===== src/rtl/control_word_sequencer_pkg.sv =====
// Shared definitions for the control-word sequencer: field offsets,
// state encoding and the default idle word.
package control_word_sequencer_pkg;

  localparam int CW_W = 42;
  localparam int OW_W = 41;

  localparam int OP_BIT      = 41;
  localparam int RF_OUTA_LSB = 38;
  localparam int RF_OUTB_LSB = 35;
  localparam int RF_FUN_LSB  = 33;
  localparam int RF_RSEL_LSB = 29;
  localparam int RF_TSEL_LSB = 25;
  localparam int ALU_FUN_LSB = 21;
  localparam int ARF_OC_LSB  = 19;
  localparam int ARF_OD_LSB  = 17;
  localparam int ARF_FUN_LSB = 15;
  localparam int ARF_REG_LSB = 11;
  localparam int IR_LH_BIT   = 10;
  localparam int IR_EN_BIT   = 9;
  localparam int IR_FUN_LSB  = 7;
  localparam int MEM_WR_BIT  = 6;
  localparam int MEM_CS_BIT  = 5;
  localparam int MUXA_LSB    = 3;
  localparam int MUXB_LSB    = 1;
  localparam int MUXC_BIT    = 0;

  localparam logic [CW_W-1:0] IDLE_WORD_DEF = 42'h020;

  typedef enum logic [1:0] {
    S_IDLE = 2'd0,
    S_RUN  = 2'd1,
    S_HALT = 2'd2
  } state_e;

endpackage


===== src/rtl/control_word_sequencer_cw_store.sv =====
// Control-word store: DEPTH x 42 registers, sync write, async read.
// Ports: clk_i, we_i, waddr_i, wdata_i, raddr_i, rdata_o.
module control_word_sequencer_cw_store
  import control_word_sequencer_pkg::*;
#(
  parameter int AW    = 4,
  parameter int DEPTH = 16
) (
  input  logic            clk_i,
  input  logic            we_i,
  input  logic [AW-1:0]   waddr_i,
  input  logic [CW_W-1:0] wdata_i,
  input  logic [AW-1:0]   raddr_i,
  output logic [CW_W-1:0] rdata_o
);

  logic [CW_W-1:0] mem_q [DEPTH];

  always_ff @(posedge clk_i) begin
    if (we_i) mem_q[waddr_i] <= wdata_i;
  end

  assign rdata_o = mem_q[raddr_i];

endmodule


===== src/rtl/control_word_sequencer.sv =====
// Sequencer issuing stored control words to ALU_System control inputs.
// Ports: Clock/Reset, store write port, start/step/stop, field outputs.
module control_word_sequencer
  import control_word_sequencer_pkg::*;
#(
  parameter int              AW        = 4,
  parameter int              DEPTH     = 16,
  parameter logic [CW_W-1:0] IDLE_WORD = IDLE_WORD_DEF
) (
  input  logic            Clock,
  input  logic            Reset,
  input  logic            wr_en,
  input  logic [AW-1:0]   wr_addr,
  input  logic [CW_W-1:0] wr_data,
  input  logic            start,
  input  logic            step,
  input  logic            stop,
  input  logic [AW-1:0]   end_addr,
  input  logic            loop_en,
  output logic            busy,
  output logic            done,
  output logic [AW-1:0]   pc,
  output logic [15:0]     issue_cnt,
  output logic [2:0]      RF_OutASel,
  output logic [2:0]      RF_OutBSel,
  output logic [1:0]      RF_FunSel,
  output logic [3:0]      RF_RSel,
  output logic [3:0]      RF_TSel,
  output logic [3:0]      ALU_FunSel,
  output logic [1:0]      ARF_OutCSel,
  output logic [1:0]      ARF_OutDSel,
  output logic [1:0]      ARF_FunSel,
  output logic [3:0]      ARF_RegSel,
  output logic            IR_LH,
  output logic            IR_Enable,
  output logic [1:0]      IR_Funsel,
  output logic            Mem_WR,
  output logic            Mem_CS,
  output logic [1:0]      MuxASel,
  output logic [1:0]      MuxBSel,
  output logic            MuxCSel
);

  localparam logic [OW_W-1:0] IDLE_OW = IDLE_WORD[OW_W-1:0];

  state_e          state_q, state_d;
  logic [AW-1:0]   pc_q, pc_d;
  logic [15:0]     cnt_q, cnt_d;
  logic [OW_W-1:0] ow_q, ow_d;
  logic [CW_W-1:0] rd_data;
  logic [OW_W-1:0] issue_word;
  logic [15:0]     cnt_inc;
  logic            store_we;

  assign store_we = wr_en && (state_q != S_RUN);

  control_word_sequencer_cw_store #(
    .AW   (AW),
    .DEPTH(DEPTH)
  ) u_store (
    .clk_i  (Clock),
    .we_i   (store_we),
    .waddr_i(wr_addr),
    .wdata_i(wr_data),
    .raddr_i(pc_q),
    .rdata_o(rd_data)
  );

  // Words with Operation clear are issued as bubbles.
  assign issue_word = rd_data[OP_BIT] ? rd_data[OW_W-1:0] : IDLE_OW;
  assign cnt_inc = (cnt_q == 16'hFFFF) ? cnt_q : cnt_q + 16'd1;

  always_comb begin
    state_d = state_q;
    pc_d    = pc_q;
    cnt_d   = cnt_q;
    ow_d    = IDLE_OW;
    unique case (state_q)
      S_IDLE: begin
        if (stop) begin
          state_d = S_IDLE;
        end else if (start) begin
          pc_d    = '0;
          cnt_d   = '0;
          state_d = S_RUN;
        end else if (step) begin
          ow_d  = issue_word;
          pc_d  = pc_q + AW'(1);
          cnt_d = cnt_inc;
        end
      end
      S_RUN: begin
        if (stop) begin
          state_d = S_IDLE;
        end else if (start) begin
          pc_d  = '0;
          cnt_d = '0;
        end else begin
          ow_d  = issue_word;
          cnt_d = cnt_inc;
          if (pc_q == end_addr) begin
            if (loop_en) begin
              pc_d = '0;
            end else begin
              state_d = S_HALT;
            end
          end else begin
            pc_d = pc_q + AW'(1);
          end
        end
      end
      S_HALT: begin
        if (stop) begin
          state_d = S_IDLE;
        end else if (start) begin
          pc_d    = '0;
          cnt_d   = '0;
          state_d = S_RUN;
        end
      end
      default: state_d = S_IDLE;
    endcase
  end

  always_ff @(posedge Clock) begin
    if (Reset) begin
      state_q <= S_IDLE;
      pc_q    <= '0;
      cnt_q   <= '0;
      ow_q    <= IDLE_OW;
    end else begin
      state_q <= state_d;
      pc_q    <= pc_d;
      cnt_q   <= cnt_d;
      ow_q    <= ow_d;
    end
  end

  assign busy      = (state_q == S_RUN);
  assign done      = (state_q == S_HALT);
  assign pc        = pc_q;
  assign issue_cnt = cnt_q;

  assign RF_OutASel  = ow_q[RF_OUTA_LSB +: 3];
  assign RF_OutBSel  = ow_q[RF_OUTB_LSB +: 3];
  assign RF_FunSel   = ow_q[RF_FUN_LSB +: 2];
  assign RF_RSel     = ow_q[RF_RSEL_LSB +: 4];
  assign RF_TSel     = ow_q[RF_TSEL_LSB +: 4];
  assign ALU_FunSel  = ow_q[ALU_FUN_LSB +: 4];
  assign ARF_OutCSel = ow_q[ARF_OC_LSB +: 2];
  assign ARF_OutDSel = ow_q[ARF_OD_LSB +: 2];
  assign ARF_FunSel  = ow_q[ARF_FUN_LSB +: 2];
  assign ARF_RegSel  = ow_q[ARF_REG_LSB +: 4];
  assign IR_LH       = ow_q[IR_LH_BIT];
  assign IR_Enable   = ow_q[IR_EN_BIT];
  assign IR_Funsel   = ow_q[IR_FUN_LSB +: 2];
  assign Mem_WR      = ow_q[MEM_WR_BIT];
  assign Mem_CS      = ow_q[MEM_CS_BIT];
  assign MuxASel     = ow_q[MUXA_LSB +: 2];
  assign MuxBSel     = ow_q[MUXB_LSB +: 2];
  assign MuxCSel     = ow_q[MUXC_BIT];

endmodule


===== config.mk =====
export PLATFORM = sky130hd
export DESIGN_NAME = control_word_sequencer
export DESIGN_NICKNAME = d
export VERILOG_FILES = /design/src/rtl/control_word_sequencer_pkg.sv /design/src/rtl/control_word_sequencer_cw_store.sv /design/src/rtl/control_word_sequencer.sv
export SDC_FILE = /design/constraint.sdc
export NUM_CORES = 1
export LEC_CHECK = 0
export CAP_MARGIN = 30
export CORE_MARGIN = 2
export CORE_UTILIZATION = 50
export DETAILED_ROUTE_END_ITERATION = 6
export GPL_ROUTABILITY_DRIVEN = 0
export GPL_TIMING_DRIVEN = 0
export PLACE_DENSITY = 0.71
export SLEW_MARGIN = 30
export SYNTH_ARGS = -nofsm -noshare
export SYNTH_HDL_FRONTEND = slang
export SYNTH_SLANG_ARGS = --single-unit

===== constraint.sdc =====
create_clock -name Clock -period 6.81 [get_ports Clock]
set_input_delay 0.681 -clock Clock [delete_from_list [all_inputs] [get_ports Clock]]
set_output_delay 0.681 -clock Clock [all_outputs]
set_load 0.005 [all_outputs]

==> results of run 1 <==
-- flip-flops by register name (all words and copies together) (netlist names), named ones only --
signal and flops:
ow_q 41, issue_cnt 16, pc 4, u_store.mem_q 672, state_q 2
-- power breakdown --
part	switching (mW)	leakage (nW)	internal, mW
sequential	0.0137	6.61	5.00
clock	1.66	1.20	2.42
combinational	0.226	2.66	0.212
total	1.90	10.5	7.63
-- area by class of cell --
type | count | area [sq um] | area share
repair buffers | 184 | 2350 | 0.0696
inverters | 9 | 33.8 | 0.00100
flip-flops and latches | 739 | 21500 | 0.637
clock inverters | 31 | 309 | 0.00915
diodes | 1 | 2.50 | 0.0000741
clock buffers | 105 | 2130 | 0.0632
plain buffers | 58 | 392 | 0.0116
multi-input cells | 413 | 6100 | 0.181
well taps | 748 | 936 | 0.0277
-- layout by cell type, fill, tap and decap left out, types with 5 or more instances in the layout --
cell type	instances
a21oi_1	15
buf_1	8
buf_16	32
buf_2	10
buf_4	29
buf_6	19
bufinv_16	6
clkbuf_1	40
clkbuf_16	79
clkbuf_8	6
clkdlybuf4s50_1	119
clkinv_1	7
clkinv_2	14
dfxtp_1	67
edfxtp_1	672
ha_1	7
inv_1	9
mux4_1	9
mux4_2	200
nand2_1	17
nand2b_1	6
nand3_1	7
nor2_1	12
nor2_4	12
nor2b_1	42
o21ai_0	10
o31ai_1	6
or3_1	13
or4_1	5
xnor2_1	5
-- worst reg2reg max path, stage by stage, from the launching register on --
cell and delay [ps]:
dfxtp_1 420, inv_1 90, ha_1 200, buf_2 180, nand2b_1 200, nor2_1 110, nand2_1 250, nor3_2 690
buf_4 310, buf_4 220, buf_4 180
-- layer usage --
layer | vias up | global-route usage | part of all wire
met1 | 7288 | 0.316 | 0.40
met4 | 10 | 0.0668 | 0.020
met3 | 99 | 0.0413 | 0.080
li1 | 5677 | - | -
met5 | - | 0 | 0.00097
met2 | 619 | 0.374 | 0.50
-- path summary, 6_finish.rpt --
check / start / to / slack [ps] / cells after the start
worst min register to register: issue_cnt[6] / issue_cnt[6] / 490 / 2
worst max-delay path: state_q[1] / u_store.mem_q[4][3] / 3660 / 10
worst max register to register: state_q[1] / u_store.mem_q[4][3] / 3660 / 10
worst min-delay path: issue_cnt[6] / issue_cnt[6] / 490 / 2
-- cell families after synthesis --
logic type / Yosys count / synth area share
flops: 739 / 0.770
mux: 213 / 0.171
simple gates: 143 / 0.0286
buf+inv: 67 / 0.0152
compound gates: 45 / 0.0100
fa+ha+maj: 7 / 0.00313
xor+xnor: 5 / 0.00157
-- stage by stage --
stage	util	hold WS, ps	cell area (sq um)	total power [mW]	setup WS [ps]
finish	0.612	495	33800	9.53	3660
global route	0.612	539	33800	9.79	3500
CTS	0.612	496	33800	9.60	3660
detailed placement	0.568	486	31300	5.55	3430
global placement	0.545	478	30100	5.51	-2060
floorplan	-	476	27900	5.35	2120
==> results_dict.tcl, run 1 <==
set metrics [dict create \
    final_max_slew_viol_count 0 \
    ys_types 46 \
    grt.total_usage 0.228 \
    hold_violations 0 \
    post-route-drc-count 0 \
    ys.flop_type "edfxtp_1" \
    cts_setup_buffers 0 \
    initial_core_util 0.506 \
    hold_class "reg2reg" \
    dpl.hpwl_um 40600 \
    grt_pass1_vias 14100 \
    wl_per_cell_um 28.0 \
    finClkSkew_ps 19.7 \
    synth_cells 1219 \
    synth-seq-area-share 0.770 \
    worstPathRequired_ps 7120 \
    die_y_um 240 \
    crit_buf_inv 5 \
    cts_max_level 3 \
    via_count 13700 \
    placedCellCount 2151 \
    synth.top_cell.area_share 0.722 \
    rsz0062_at_grt "no" \
    ant_nets 0 \
    p_leak_nw 10.5 \
    ir_worst_vdd_uv 184 \
    fin_crit_ps 3150 \
    cp_max_fo 10 \
    yosysMostFrequentCell "edfxtp_1" \
    stdcell_count 2288 \
    period_share 0.463 \
    nets 1544 \
    tightest_slew_ps 971 \
    ys_seq_elements 739 \
    ctsResizeCount 0 \
    rows 86 \
    crit_path_top_delay_cell "nor3_2" \
    yosys-top-cells-count "672 x edfxtp_1, 200 x mux4_2, 67 x dfxtp_1" \
    cp_common_cell "buf_4" \
    crit_chain "inv_1, ha_1, buf_2, nand2b_1, nor2_1, nand2_1, nor3_2, buf_4, buf_4, buf_4" \
    setup_tns_ps 0 \
    async_reset_ff_frac 0 \
    pwr_density_cell_nw_per_um2 282 \
    synth_top_area_cell "edfxtp_1" \
    die-area_sq_um 57800 \
    clk_latency_ps 600 \
    slowest_delay_ps 690 \
    port_buffers 119 \
    worst-setup-path-type "reg2reg" \
    cp-end-kind "flop" \
    setup_viol 0 \
    grt_overflow 0 \
    fmax_ghz 0.317 \
    drt_first_pass_iters 5 \
    grt_max_degree 17 \
    dr.first_iter.drc_count 1458 \
    crit_family "simple AND/OR/NAND/NOR gates" \
    fp.dieW_um 240 \
    viasPerCell 5.98 \
    drive_above_1_share 0.277 \
    tritoncts "built" \
    outcome "completed" \
    slew_headroom 0.352 \
    coreArea_sq_um 55200 \
    final.fill_count 3698 \
    syn_area_per_cell_sq_um 22.9 \
    antenna_found_initial 6 \
    maxCapViolCount 0 \
    syn-cell-area_sq_um 27900 \
    ios 120 \
    synth_top_cells_by_area "edfxtp_1 72%, mux4_2 16%, dfxtp_1 4.8%" \
    root_buffer "clkbuf_16" \
    numClockSinks 739 \
    yosys_warnings 0 \
    cp-start-kind "flop" \
    ctsHoldBuffers 0 \
    cts.path.max_buffers 3 \
    numCtsBuffers 75 \
    synth-edff-count 672 \
    syn-num-nets 1283 \
    routed_wl_um 64000 \
    grt_pass1_wl_um 93300 \
    area_delta_synth_final_pct 20.9 \
    clk_pin_slew_worst_paths_ps 60 \
    arrival_ps 3460 \
]
(Power assumes the default switching activity.)
==> run 2, diff against run 1 <==
PLACE_DENSITY = 0.73   (was 0.71)
clock period = 2.85 ns   (was 6.81 ns; I/O delays follow)
==> run 2 against run 1 <==
  * Clock power is 140% higher
  * Register-to-register slack lost 3600 ps
  * Combinational power is 140% higher
  * Largest power group unchanged
  * Final cell count is 0.17% higher
  * Global-route usage decreased by 0.084 points
==> results_dict.tcl, run 2 (synthesis gave the netlist of run 1 again) <==
set metrics [dict create \
    outcome "completed" \
    worst-setup-path-type "reg2reg" \
    hold_ws_ps 358 \
    dpl.hpwl_um 39700 \
    setup_viol 0 \
    grt_max_degree 17 \
    placed_area_sq_um 31400 \
    drt_first_pass_iters 6 \
    pwr_density_cell_nw_per_um2 673 \
    grt_overflow 0 \
    cts_max_level 3 \
    stdcell_count 2292 \
    clk_pin_slew_worst_paths_ps 60 \
    power_switching_mw 4.58 \
    fin_crit_ps 2770 \
    area_delta_synth_final_pct 21.6 \
    worstPathRequired_ps 3170 \
    dr.first_iter.drc_count 1646 \
    cts.path.max_buffers 3 \
    clk_latency_ps 630 \
    tritoncts "built" \
    cp-start-kind "flop" \
    min_from "stop" \
    fp.dieW_um 240 \
    viasPerCell 6.01 \
    p_comb_frac 0.046 \
    maxCapViolCount 0 \
    p_leak_nw 10.6 \
    root_buffer "clkbuf_16" \
    setup_tns_ps 0 \
    routed_wl_um 63800 \
    finClkSkew_ps 19.3 \
    period_share 0.972 \
    p_int_mw 18.3 \
    post-route-drc-count 0 \
    ant_nets 0 \
    final_cell_mix "672 x edfxtp_1, 200 x mux4_2, 119 x clkdlybuf4s50_1" \
    port_buffers 119 \
    ir_worst_vdd_uv 474 \
    die-area_sq_um 57800 \
    p_seq_frac 0.524 \
    post-route-util 0.616 \
    top_register "u_store.mem_q" \
    final_max_slew_viol_count 0 \
    die_y_um 240 \
    final.fill_count 3640 \
    numClockSinks 739 \
    placedCellCount 2139 \
    cp-end-kind "flop" \
    drive_above_1_share 0.287 \
    power_mw 22.9 \
    grt_pass1_wl_um 92300 \
    initial_core_util 0.506 \
    fmax_ghz 0.361 \
    numCtsBuffers 75 \
    coreArea_sq_um 55200 \
    clockPowerShare 0.430 \
    hold_violations 0 \
    tightest_slew_ps 989 \
    cp_max_fo 13 \
    mostFrequentLayoutCell "edfxtp_1" \
    crit_path_start "state_q[1]" \
    place_ws_ps -99.6 \
    arrival_ps 3090 \
    reg2reg_from "state_q[1]" \
    via_count 13800 \
    fin_ws_ps 80.6 \
    postLayoutCellArea_sq_um 34000 \
    rows 86 \
    ctsHoldBuffers 0 \
    grt.total_usage 0.227 \
    nets 1545 \
    grt_pass1_vias 14100 \
    antenna_found_initial 4 \
    largest_register_ff_count 672 \
    slew_headroom 0.341 \
    hold_class "in2reg" \
    power_switching_share 0.200 \
    ios 120 \
    wl_per_cell_um 27.8 \
]
==> run 2: worst max-delay path, stage by stage, from the launching register on <==
cell and delay, ps:
dfxtp_1 410, inv_1 90, ha_1 210, buf_2 190, nand2b_1 200, nor2_1 110, nand2_1 280, nor2_4 530
buf_16 240, buf_8 190
==> run 2: layer usage <==
| layer | GRT usage | vias to the layer above | routed length [um] |
|---|---|---|---|
| met4 | 0.0917 | 4 | 1920 |
| met2 | 0.362 | 743 | 31200 |
| met1 | 0.311 | 7226 | 24800 |
| met5 | 0 | - | 23 |
| li1 | - | 5677 | - |
| met3 | 0.0457 | 125 | 5860 |
==> run 2: cell type report <==
type / count / area, sq um / share of cell area
Buffer: 58 / 425 / 0.0125
Clock buffer: 101 / 2090 / 0.0615
Inverter: 9 / 33.8 / 0.000994
Timing Repair Buffer: 185 / 2450 / 0.0721
Multi-Input combinational cell: 413 / 6130 / 0.180
Clock inverter: 37 / 397 / 0.0117
Tap cell: 748 / 936 / 0.0275
Antenna cell: 2 / 5.00 / 0.000147
Sequential cell: 739 / 21500 / 0.633
==> run 2: power groups by stage <==
stage	logic [mW]	clock network, mW	registers (mW)
final	1.05	9.83	12.0
after floorplan	0.571	0	12.2
after detailed placement	1.05	0	12.2
after global placement	0.943	0	12.2
after global routing	1.11	10.4	12.0
after CTS	1.06	9.99	12.0
==> run 2: timing repair <==
action,4_1_cts,5_1_grt
setup buffers,7,6
setup endpoints to repair,81,66
gates resized for setup,9,8
pin swaps,4,4
==> run 2: final timing paths <==
check                               end  slack [ps]  cells past startpoint
hold reg to reg            issue_cnt[8]         510                      2
hold / removal               state_q[0]         360                      2
setup / recovery  u_store.mem_q[10][37]          80                      9
setup reg to reg  u_store.mem_q[10][37]          80                      9
